**src/rtl/stopwatch_pkg.sv**
```systemverilog
// Shared types for the stopwatch digit registers: BCD digit, decoded
// button command and the step FSM state encoding.
package stopwatch_pkg;

    typedef logic [3:0] bcd_digit_t;

    typedef enum logic [1:0] {
        CMD_IDLE = 2'b00,
        CMD_INC  = 2'b01,
        CMD_DEC  = 2'b10
    } cmd_t;

    typedef enum logic [1:0] {
        IDLE   = 2'b00,
        PRESS  = 2'b01,
        REPEAT = 2'b10
    } step_state_t;

    // Only a clean single-direction request with the enable asserted is a command;
    // the conflicting 11 code and anything while disabled collapse to idle.
    function automatic cmd_t decode_cmd(input logic en, input logic [1:0] sig);
        cmd_t result;
        result = CMD_IDLE;
        if (en) begin
            case (sig)
                2'b01:   result = CMD_INC;
                2'b10:   result = CMD_DEC;
                default: result = CMD_IDLE;
            endcase
        end
        return result;
    endfunction

endpackage

```
**src/rtl/bcd_step.sv**
```systemverilog
// One increment or decrement of a two-digit BCD value with wrap at a
// configurable maximum. Purely combinational.
module bcd_step
    import stopwatch_pkg::*;
(
    input  logic [3:0] tens,
    input  logic [3:0] ones,
    input  logic       dir,
    input  logic [3:0] max_tens,
    input  logic [3:0] max_ones,
    output logic [3:0] next_tens,
    output logic [3:0] next_ones,
    output logic       wrap
);

    // dir=0 counts up and wraps max->00, dir=1 counts down and wraps 00->max
    always_comb begin
        next_tens = tens;
        next_ones = ones;
        wrap      = 1'b0;
        if (!dir) begin
            if ((tens == max_tens) && (ones == max_ones)) begin
                next_tens = 4'd0;
                next_ones = 4'd0;
                wrap      = 1'b1;
            end else if (ones == 4'd9) begin
                next_ones = 4'd0;
                next_tens = tens + 4'd1;
            end else begin
                next_ones = ones + 4'd1;
            end
        end else begin
            if ((tens == 4'd0) && (ones == 4'd0)) begin
                next_tens = max_tens;
                next_ones = max_ones;
                wrap      = 1'b1;
            end else if (ones == 4'd0) begin
                next_ones = 4'd9;
                next_tens = tens - 4'd1;
            end else begin
                next_ones = ones - 4'd1;
            end
        end
    end

endmodule

```
**src/rtl/updown_step_counter.sv**
```systemverilog
// Settable two-digit BCD register driven by the add/sub button path.
// A held command steps once, waits HOLD_CYCLES, then auto-repeats every
// REPEAT_CYCLES; wrap-around is flagged by one-cycle carry/borrow pulses.
module updown_step_counter
    import stopwatch_pkg::*;
#(
    parameter int MAX_COUNT     = 59,
    parameter int HOLD_CYCLES   = 50_000_000,
    parameter int REPEAT_CYCLES = 12_500_000
) (
    input  logic       clk,
    input  logic       rst_n,
    input  logic       enable,
    input  logic [1:0] signal,
    output logic [3:0] count_tens,
    output logic [3:0] count_ones,
    output logic       carry,
    output logic       borrow,
    output logic       active
);

    localparam int TIMER_MAX = (HOLD_CYCLES > REPEAT_CYCLES) ? HOLD_CYCLES : REPEAT_CYCLES;
    localparam int TIMER_W   = $clog2(TIMER_MAX);

    localparam logic [TIMER_W-1:0] HOLD_LAST   = TIMER_W'(HOLD_CYCLES - 1);
    localparam logic [TIMER_W-1:0] REPEAT_LAST = TIMER_W'(REPEAT_CYCLES - 1);
    localparam logic [3:0]         MAX_TENS    = 4'(MAX_COUNT / 10);
    localparam logic [3:0]         MAX_ONES    = 4'(MAX_COUNT % 10);

    logic [1:0]         signal_s1;
    logic [1:0]         signal_s2;
    logic               enable_s1;
    logic               enable_s2;
    cmd_t               cmd;
    cmd_t               dir_cmd;
    step_state_t        state;
    logic [TIMER_W-1:0] timer;
    logic               step_en;
    logic [3:0]         next_tens;
    logic [3:0]         next_ones;
    logic               wrap;

    // Two-flop synchronizer: button path is asynchronous to clk
    always_ff @(posedge clk or negedge rst_n) begin
        if (!rst_n) begin
            signal_s1 <= 2'b00;
            signal_s2 <= 2'b00;
            enable_s1 <= 1'b0;
            enable_s2 <= 1'b0;
        end else begin
            signal_s1 <= signal;
            signal_s2 <= signal_s1;
            enable_s1 <= enable;
            enable_s2 <= enable_s1;
        end
    end

    // Decode the synchronized inputs into a command
    always_comb begin
        cmd = decode_cmd(enable_s2, signal_s2);
    end

    // A step happens on a new press, a direction reversal, or a timer expiry
    always_comb begin
        step_en = 1'b0;
        if (cmd != CMD_IDLE) begin
            case (state)
                IDLE:    step_en = 1'b1;
                PRESS:   step_en = (cmd != dir_cmd) || (timer == HOLD_LAST);
                REPEAT:  step_en = (cmd != dir_cmd) || (timer == REPEAT_LAST);
                default: step_en = 1'b0;
            endcase
        end
    end

    // Whenever a step is taken the live command already holds the step direction
    bcd_step u_bcd_step (
        .tens      (count_tens),
        .ones      (count_ones),
        .dir       (cmd == CMD_DEC),
        .max_tens  (MAX_TENS),
        .max_ones  (MAX_ONES),
        .next_tens (next_tens),
        .next_ones (next_ones),
        .wrap      (wrap)
    );

    // Press / hold / auto-repeat sequencing with its cycle timer
    always_ff @(posedge clk or negedge rst_n) begin
        if (!rst_n) begin
            state   <= IDLE;
            timer   <= '0;
            dir_cmd <= CMD_IDLE;
            active  <= 1'b0;
        end else begin
            case (state)
                IDLE: begin
                    timer <= '0;
                    if (cmd != CMD_IDLE) begin
                        state   <= PRESS;
                        dir_cmd <= cmd;
                        active  <= 1'b1;
                    end
                end
                PRESS: begin
                    if (cmd == CMD_IDLE) begin
                        state  <= IDLE;
                        timer  <= '0;
                        active <= 1'b0;
                    end else if (cmd != dir_cmd) begin
                        dir_cmd <= cmd;
                        timer   <= '0;
                    end else if (timer == HOLD_LAST) begin
                        state <= REPEAT;
                        timer <= '0;
                    end else begin
                        timer <= timer + TIMER_W'(1);
                    end
                end
                REPEAT: begin
                    if (cmd == CMD_IDLE) begin
                        state  <= IDLE;
                        timer  <= '0;
                        active <= 1'b0;
                    end else if (cmd != dir_cmd) begin
                        state   <= PRESS;
                        dir_cmd <= cmd;
                        timer   <= '0;
                    end else if (timer == REPEAT_LAST) begin
                        timer <= '0;
                    end else begin
                        timer <= timer + TIMER_W'(1);
                    end
                end
                default: begin
                    state  <= IDLE;
                    timer  <= '0;
                    active <= 1'b0;
                end
            endcase
        end
    end

    // Count register plus one-cycle wrap pulses
    always_ff @(posedge clk or negedge rst_n) begin
        if (!rst_n) begin
            count_tens <= 4'd0;
            count_ones <= 4'd0;
            carry      <= 1'b0;
            borrow     <= 1'b0;
        end else begin
            carry  <= step_en && wrap && (cmd == CMD_INC);
            borrow <= step_en && wrap && (cmd == CMD_DEC);
            if (step_en) begin
                count_tens <= next_tens;
                count_ones <= next_ones;
            end
        end
    end

endmodule

```
**config.mk**
```make
export PLATFORM = sky130hd
export DESIGN_NAME = updown_step_counter
export DESIGN_NICKNAME = d
export VERILOG_FILES = /design/src/rtl/stopwatch_pkg.sv /design/src/rtl/bcd_step.sv /design/src/rtl/updown_step_counter.sv
export SDC_FILE = /design/constraint.sdc
export NUM_CORES = 1
export LEC_CHECK = 0
export ABC_AREA = 1
export BUFFER_PORTS_ARGS = -buffer_cell sky130_fd_sc_hd__buf_4
export CORE_ASPECT_RATIO = 0.9
export CORE_MARGIN = 3
export CORE_UTILIZATION = 45
export CTS_CLUSTER_DIAMETER = 80
export CTS_CLUSTER_SIZE = 30
export DETAILED_ROUTE_END_ITERATION = 10
export HOLD_SLACK_MARGIN = 0.05
export PLACE_DENSITY = 0.75
export SLEW_MARGIN = 20
export SYNTH_ARGS = -nofsm -noshare
export SYNTH_HDL_FRONTEND = slang
export SYNTH_HIERARCHICAL = 1
export SYNTH_SLANG_ARGS = --single-unit
```
**constraint.sdc**
```tcl
create_clock -name clk -period 1.56 [get_ports clk]
set_input_delay 0.156 -clock clk [delete_from_list [all_inputs] [get_ports clk]]
set_output_delay 0.156 -clock clk [all_outputs]
set_load 0.05 [all_outputs]
```
Word level (Yosys, flattened, before mapping) --
Index checks and enable logic that the tools add are counted. Widths: inputs -> output; s select.
Operators by class: shift operators 0, $lt $le $gt $ge 0, $add $sub $neg 5, equality and inequality tests 19, mux-type cells 38, divide/modulo/power cells 0, reductions and logical operators 19, bitwise operators 0, $mul 0
Operators by type and width (number):
- $mux 26 | 6
- $pmux 26 s2 | 1
- $mux 4 | 10
- $add 26x1->26 const B | 1
- $eq 26x24->1 const B | 1
- $eq 26x26->1 const B | 1
- $mux 2 | 10
- $ne 3x3->1 const B | 4
- $add 4x1->4 const B | 2
- $logic_not 4->1 | 2
- $pmux 2 s2 | 2
- $reduce_and 4->1 | 2
- $sub 4x1->4 const B | 2
- $eq 2x1->1 const B | 3
- $eq 2x2->1 const B | 3
- $mux 1 | 6
- $pmux 2 s3 | 1
- $logic_and 1x1->1 | 5
- $eq 4x3->1 const B | 1
- $eq 4x4->1 const B | 1
- $logic_not 2->1 | 2
- $ne 2x1->1 const B | 2
- $ne 2x2->1 const B | 2
- $reduce_bool 2->1 | 2
- 8 further kinds | 9
Storage, ports and cells: register bits after elaboration 47, bits in latches 0, bits in writable memories 0, memories kept 0, word-level logic and storage cells 93, output and inout port bits 11, bits of input ports 5, ROM bits 0

Logic depth before layout (Yosys ltp) --
Gate-level depths: netlist (run 1).
depth in word-level cells 9, mapped depth 12

Cells and area by module --
Netlist (run 1), hierarchy kept.
By module, submodules not included:
- updown_step_counter | seq. area each 1176.1 um^2, cells each 329, instances 1, area each 2544.9 um^2
- bcd_step | seq. area each 0.0 um^2, cells each 121, instances 1, area each 643.1 um^2

Worst setup path after synthesis (run 1) --
Ideal clock, no wire load.
path kind flip-flop to flip-flop, from register count_ones[0], to register count_tens[3], slack -0.343 ns, data arrival time 1.837 ns, library setup time 0.065 ns, required time 1.495 ns, buffers on the path 0, cell stages (with the launch flop) 12, path through dfrtp_1 inv_1 ha_1 nand2_2 nor2_4 nor2_1 nand3_1 nand2_1 inv_1 nand2_1 nand3_1 nand2_1
Between the ends: word-level cells in the longest chain between the ends 4
Ends and longest elaborated chain:
- start, declared | RTL line updown_step_counter.sv:16 | output logic [3:0] count_ones,
- start signal, assigned | RTL line updown_step_counter.sv:156 | count_ones <= next_ones;
- $eq 4x4->1 / $logic_not 4->1 (equally long branches) | RTL line bcd_step.sv:22, bcd_step.sv:33
- $logic_and 1x1->1 (on tied branches) | RTL line bcd_step.sv:22, bcd_step.sv:33
- $mux 4 (on tied branches) | RTL line bcd_step.sv:22, bcd_step.sv:33
- $mux 4 (*) | RTL line bcd_step.sv:21 | if (!dir) begin
- named net next_tens[3] | RTL line updown_step_counter.sv:39 | logic [3:0] next_tens;
- end signal, assigned | RTL line updown_step_counter.sv:155 | count_tens <= next_tens;
- end, declared | RTL line updown_step_counter.sv:15 | output logic [3:0] count_tens,
The timed path passes the listed nets; every way through them passes the cells marked *. A chain may end at the register's enable or synchronous reset.

Worst setup path in the final report (run 1) --
from register timer[9], to register timer[17]
Between the ends: word-level cells in the longest chain between the ends 5
Ends and longest elaborated chain:
- start, declared | RTL line updown_step_counter.sv:37 | logic [TIMER_W-1:0] timer;
- start signal, assigned | RTL line updown_step_counter.sv:117 | timer <= timer + TIMER_W'(1);
- start signal, assigned | RTL line updown_step_counter.sv:132 | timer <= timer + TIMER_W'(1);
- $add 26x1->26 (tied with other cells) | RTL line updown_step_counter.sv:117, updown_step_counter.sv:132
- $mux 26 (on tied branches) | RTL line updown_step_counter.sv:129, updown_step_counter.sv:113
- $mux 26 (on tied branches) | RTL line updown_step_counter.sv:125, updown_step_counter.sv:110
- $mux 26 (on tied branches) | RTL line updown_step_counter.sv:121, updown_step_counter.sv:106
- $pmux 26 s2 (*) | RTL line updown_step_counter.sv:96 | case (state)
Mark *: on every way between the ends. The rest lies on a longest branch, timed or not.

==> flow_summary.json, run 1 <==
{
  "status": "complete, but fails checks",
  "violations": "negative setup slack",
  "hold_class": "reg2reg",
  "dp_slack_ns": -0.0905,
  "startpoint_type": "flop",
  "vias_per_cell": 5.01,
  "tritoncts": "yes",
  "wl_per_cell_um": 13.3,
  "placed_area_sq_um": 3680,
  "fin_tns_setup_ns": -1.78,
  "worst_pin_slew_ns": 0.578,
  "yosys.cell_count.top_type": "nand2_1",
  "gp_congestion": 0.911,
  "hpwlAfterDp_mm": 5.54,
  "nets": 546,
  "clkSlewWorstSetupHoldPaths_ns": 0.09,
  "grt-ovfl-total": 0,
  "grtUsageTotal": 0.206,
  "crit_required_ns": 1.77,
  "power_frac_seq": 0.296,
  "rsz0062_at_grt": "yes",
  "r2r_slack_ns": -0.12,
  "synthAdderAreaFrac": 0.0432,
  "crit_fanout": 4,
  "timing.fmax_mhz": 595,
  "grt_pass1_wl_mm": 13.4,
  "cts_htree_levels": 2,
  "first_pass_iters": 5,
  "syn_avg_cell_area_sq_um": 7.08,
  "p_clk_frac": 0.174,
  "yosys_warnings": 6,
  "portBuffers": 15,
  "drc": 0,
  "clock_latency_ns": 0.31,
  "cts_buffer_depth": 2,
  "drtIter0Drc": 232,
  "final_area_sq_um": 4270,
  "grt_max_degree": 48,
  "die_y_um": 85.9,
  "synth_area_sq_um": 3190,
  "crit_path_end_kind": "flop",
  "cts_sinks": 47,
  "setup_violations": 36,
  "timing.final.ws_setup_ns": -0.120,
  "synth_edf_count": 0,
  "synth-simple-area-share": 0.385,
  "rows": 28,
  "p_sw_frac": 0.447,
  "ir_drop_uv": 557,
  "fill_cells": 573,
  "syn_to_final_growth_pct": 33.8,
  "total_power_w": 0.00534,
  "synth.area.mux_share": 0,
  "drive_above_1_share": 0.294,
  "synth-compound-area-share": 0.0408,
  "relSlewSlack": 0.615,
  "critical_path_arrival_ns": 1.89,
  "num_vias": 3110,
  "synth_ff_type": "dfrtp_1",
  "cts-buffers-inserted": 5,
  "fp.dieW_um": 94.7,
  "power_density_nw_per_um2": 1250,
  "finalCriticalPeriod_ns": 1.68,
  "p_switching_w": 0.00239,
  "synth_top_cells_by_area": "dfrtp_1 37%, nand2_1 14%, nor2_1 8.0%, nand3_1 7.2%, inv_1 6.5%",
  "yosys.area.top_type_share": 0.369,
  "period_share": 1.08,
  "yosysSeqAreaShare": 0.369,
  "worstSetupPathType": "reg2reg",
  "diodes": 0,
  "start_util": 0.474,
  "leakagePower_nw": 1.88,
  "final-hold-violation-count": 0,
  "synth_area_leader_cell": "dfrtp_1",
  "ant_nets": 0,
  "synth_seq_cells": 47,
  "p_comb_frac": 0.530,
  "drt_wl_total_mm": 8.26,
  "syn-instance-count": 450,
  "synth_top_family_by_area": "simple AND/OR/NAND/NOR gates",
  "antenna_found_initial": 0,
  "die-area_sq_um": 8130,
  "synth_xor_area_frac": 0.0769,
  "maxCapViolations": 0,
  "synthArstFlopShare": 1.00,
  "synth.distinct_cells": 29,
  "io_pins": 16,
  "core_area_sq_um": 6730,
  "synth_commonest_cells": "119 x nand2_1, 68 x nor2_1, 55 x inv_1, 47 x dfrtp_1, 46 x nand3_1",
  "root_buffer": "clkbuf_8",
  "p_int_w": 0.00295,
  "finClkSkew_ns": 0.00817,
  "grt_pass1_vias": 2909,
  "slew_viol_final": 0
}
-- metrics by stage --
step | hold WS [ns] | utilization | cells
after floorplan | -0.140 | - | 465
final | 0.354 | 0.634 | 621
after detailed placement | 0.200 | 0.548 | 595
after global placement | 0.193 | 0.548 | 595
after CTS | 0.356 | 0.602 | 619
after global routing | 0.365 | 0.634 | 621
-- worst paths after layout --
path / from / endpoint / depth (start not counted)
worst max register to register: timer[9]$_DFF_PN0_ / timer[17]$_DFF_PN0_ / 6
worst min-delay path: signal_s1[1]$_DFF_PN0_ / signal_s2[1]$_DFF_PN0_ / 0
worst max-delay path: timer[9]$_DFF_PN0_ / timer[17]$_DFF_PN0_ / 6
min in group asynchronous: rst_n / timer[16]$_DFF_PN0_ / 2
worst min register to register: signal_s1[1]$_DFF_PN0_ / signal_s2[1]$_DFF_PN0_ / 0
max in group asynchronous: rst_n / count_ones[0]$_DFFE_PN0P_ / 2
-- registers in the layout, summed over array words and instances (netlist names) --
register and cells:
timer 26, count_ones 4, count_tens 4, dir_cmd 2, signal_s1 2, signal_s2 2, state 2, active 1
borrow 1, carry 1, enable_s1 1, enable_s2 1
-- per-layer routing --
layer,track usage,share of wire
met5,0,0
met1,0.309,0.48
met3,0.0430,0.066
met4,0.0419,0.018
met2,0.307,0.44
-- cell usage in the layout, fill, tap and decap left out, types with 9 or more instances in the layout --
cell     count
nor2_4      15
xor2_1      12
buf_4       53
inv_1       51
ha_1         9
conb_1      17
o21ai_0     10
nand2_2      9
nand2_1    114
nand3_1     41
nor2_1      39
dfrtp_1     39
nor2_2      25
xnor2_1     11
-- final cells by class --
type                       instances  area, sq um  share of cell area
sequential                        47         1190               0.278
tap                               90          113              0.0264
timing repair buffer              58          458               0.107
multi-input combinational        358         2160               0.506
clock inverter                     3         47.5              0.0111
inverter                          60          233              0.0546
clock buffer                       5         68.8              0.0161
-- critical path, cell delays in order, from the launching register on --
cell	delay (ns)
dfrtp_1	0.45
nand2_1	0.15
nor2_1	0.27
nand4_1	0.21
nor3_1	0.24
xnor2_1	0.20
nor2_4	0.06
-- cell families (layout without fill, tap and decap cells) --
logic type                 after synthesis  count (layout)
and+or+nand+nor                        274             278
adders and majority gates               11              11
xor gates and xnor gates                28              28
DFF                                     47              47
buffers and inverters                   64             126
AOI/OAI and AO/OA                       24              24
other                                    2              17
-- repair_timing --
item | in CTS | in global routing
hold buffers | 4 | 0
endpoints found under the setup margin | 38 | 40
setup buffers | 8 | 2
resized for setup | 21 | 51
hold endpoints to repair | 50 | 0
pin swaps | 13 | 12
cloned | 4 | 0
-- power by group through the flow --
stage | sequential (W) | clock (W) | combinational [W]
after floorplan | 0.00193 | 0 | 0.00142
after global placement | 0.00160 | 0 | 0.00236
after detailed placement | 0.00160 | 0 | 0.00243
after CTS | 0.00158 | 0.000936 | 0.00273
after global routing | 0.00161 | 0.00100 | 0.00309
final | 0.00158 | 0.000928 | 0.00283
Note: power is estimated with default switching activity, not from simulation.
==> inputs of run 2 (changes only) <==
- REMOVE_ABC_BUFFERS: unset -> 1
==> run 2 against run 1 <==
  * The flow still finishes with violations (negative setup slack)
  * Register-to-register slack improved by 0.06 ns
  * Hold slack improved by 0.0028 ns
  * Combinational power increased by 9.5%
  * Critical endpoint is now count_tens[1]$_DFFE_PN0P_
  * Critical path type unchanged
  * Clock skew about the same
  * Largest cell class unchanged
  * Clock power increased by 0.4%
==> flow_summary.json, run 2 (synthesis gave the netlist of run 1 again) <==
{
  "antenna_found_initial": 0,
  "cts_buffer_depth": 2,
  "setup_violations": 37,
  "finClkSkew_ns": 0.00781,
  "final_core_util": 0.638,
  "largest_register": "timer",
  "drc": 0,
  "fill_cells": 548,
  "relSlewSlack": 0.614,
  "final_cell_mix": "104 x nand2_1, 57 x buf_4, 50 x inv_1",
  "status": "complete, but fails checks",
  "crit_path_end_kind": "flop",
  "io_pins": 16,
  "drt_wl_total_mm": 8.34,
  "cts_htree_levels": 2,
  "final_cells": 626,
  "top_regs": "timer x26, count_ones x4, count_tens x4",
  "vias_per_cell": 5.11,
  "timing.fmax_mhz": 616,
  "tritoncts": "yes",
  "leakagePower_nw": 1.91,
  "cts_sinks": 47,
  "hold_class": "reg2reg",
  "grtUsageTotal": 0.203,
  "syn_to_final_growth_pct": 34.5,
  "ant_nets": 0,
  "period_share": 1.04,
  "grt_pass1_wl_mm": 13.3,
  "num_vias": 3200,
  "grt-ovfl-total": 0,
  "wl_per_cell_um": 13.3,
  "whs_path_depth": 0,
  "hpwlAfterDp_mm": 5.41,
  "drive_above_1_share": 0.289,
  "diodes": 0,
  "nets": 551,
  "root_buffer": "clkbuf_8",
  "worstSetupPathType": "reg2reg",
  "die-area_sq_um": 8130,
  "fin_tns_setup_ns": -1.71,
  "maxCapViolations": 0,
  "ir_drop_uv": 461,
  "crit_fanout": 8,
  "rows": 28,
  "largest_reg_flops": 26,
  "crit_required_ns": 1.75,
  "layout_commonest_cell": "nand2_1",
  "worst_pin_slew_ns": 0.579,
  "violations": "negative setup slack",
  "finalCriticalPeriod_ns": 1.62,
  "gp_congestion": 0.949,
  "clock_latency_ns": 0.30,
  "timing.final.ws_setup_ns": -0.0643,
  "core_area_sq_um": 6730,
  "first_pass_iters": 5,
  "grt_max_degree": 48,
  "hold_slack_ns": 0.357,
  "slew_viol_final": 0,
  "drtIter0Drc": 278,
  "start_util": 0.474,
  "final-hold-violation-count": 0,
  "rsz0062_at_grt": "yes",
  "power_density_nw_per_um2": 1310,
  "clkSlewWorstSetupHoldPaths_ns": 0.09,
  "startpoint_type": "flop",
  "grt_pass1_vias": 2958,
  "critical_path_arrival_ns": 1.82,
  "die_y_um": 85.9,
  "fp.dieW_um": 94.7,
  "r2r_cells": 10,
  "place_inst": 600,
  "cts-buffers-inserted": 5,
  "portBuffers": 15
}
==> run 2: where the power goes <==
group,leakage [nW],switching (W),internal [W]
Combinational,1.22,0.00186,0.00124
Sequential,0.623,0.000201,0.00138
Clock,0.0587,0.000445,0.000486
Total,1.91,0.00250,0.00311
==> run 2: worst paths after layout <==
kind | startpoint | end | slack, ns
worst max-delay path | timer[1]$_DFF_PN0_ | count_tens[1]$_DFFE_PN0P_ | -0.06
worst min-delay path | signal_s1[1]$_DFF_PN0_ | signal_s2[1]$_DFF_PN0_ | 0.36
worst max register to register | timer[1]$_DFF_PN0_ | count_tens[1]$_DFFE_PN0P_ | -0.06
worst min register to register | signal_s1[1]$_DFF_PN0_ | signal_s2[1]$_DFF_PN0_ | 0.36
max in group asynchronous | rst_n | timer[14]$_DFF_PN0_ | 0.74
min in group asynchronous | rst_n | count_ones[2]$_DFFE_PN0P_ | 0.39
==> run 2: stage by stage <==
step | setup WS [ns] | total power (W) | cell area (sq um)
4_1_cts | -0.00945 | 0.00526 | 4060
5_1_grt | -0.162 | 0.00599 | 4290
6_report | -0.0643 | 0.00561 | 4290
3_5_place_dp | -0.0975 | 0.00406 | 3690
3_3_place_gp | -0.0202 | 0.00402 | 3690
2_1_floorplan | -0.343 | 0.00321 | 3210
==> run 2: timing repair <==
item	4_1_cts	5_1_grt
hold buffers	4	0
cloned	4	0
hold endpoints to repair	50	0
gates resized for setup	20	64
setup endpoints to repair	38	40
buffers inserted	10	0
pin swaps	13	18
==> run 2: per-layer routing <==
layer,share of wire,wire [um],global-route usage
met3,0.070,587,0.0412
met1,0.44,3680,0.279
met4,0.017,142,0.0485
met5,0,0,0
met2,0.47,3930,0.330
==> run 2: cell type report <==
| cell class | instances | area, sq um | area share |
|---|---|---|---|
| repair buffers | 63 | 499 | 0.116 |
| flip-flops and latches | 47 | 1180 | 0.275 |
| well taps | 90 | 113 | 0.0263 |
| clock inverters | 3 | 47.5 | 0.0111 |
| clock buffers | 5 | 68.8 | 0.0160 |
| multi-input cells | 358 | 2150 | 0.501 |
| inverters | 60 | 231 | 0.0540 |
==> run 2: worst max-delay path: stages (launching register included) <==
cell and delay (ns):
dfrtp_1 0.37, ha_2 0.19, nand2_2 0.07, nor2_4 0.16, nand3_2 0.11, nor2_4 0.14
nand3_2 0.11, nand3_4 0.15, nand2_8 0.10, nand2_1 0.07, nand2_1 0.05
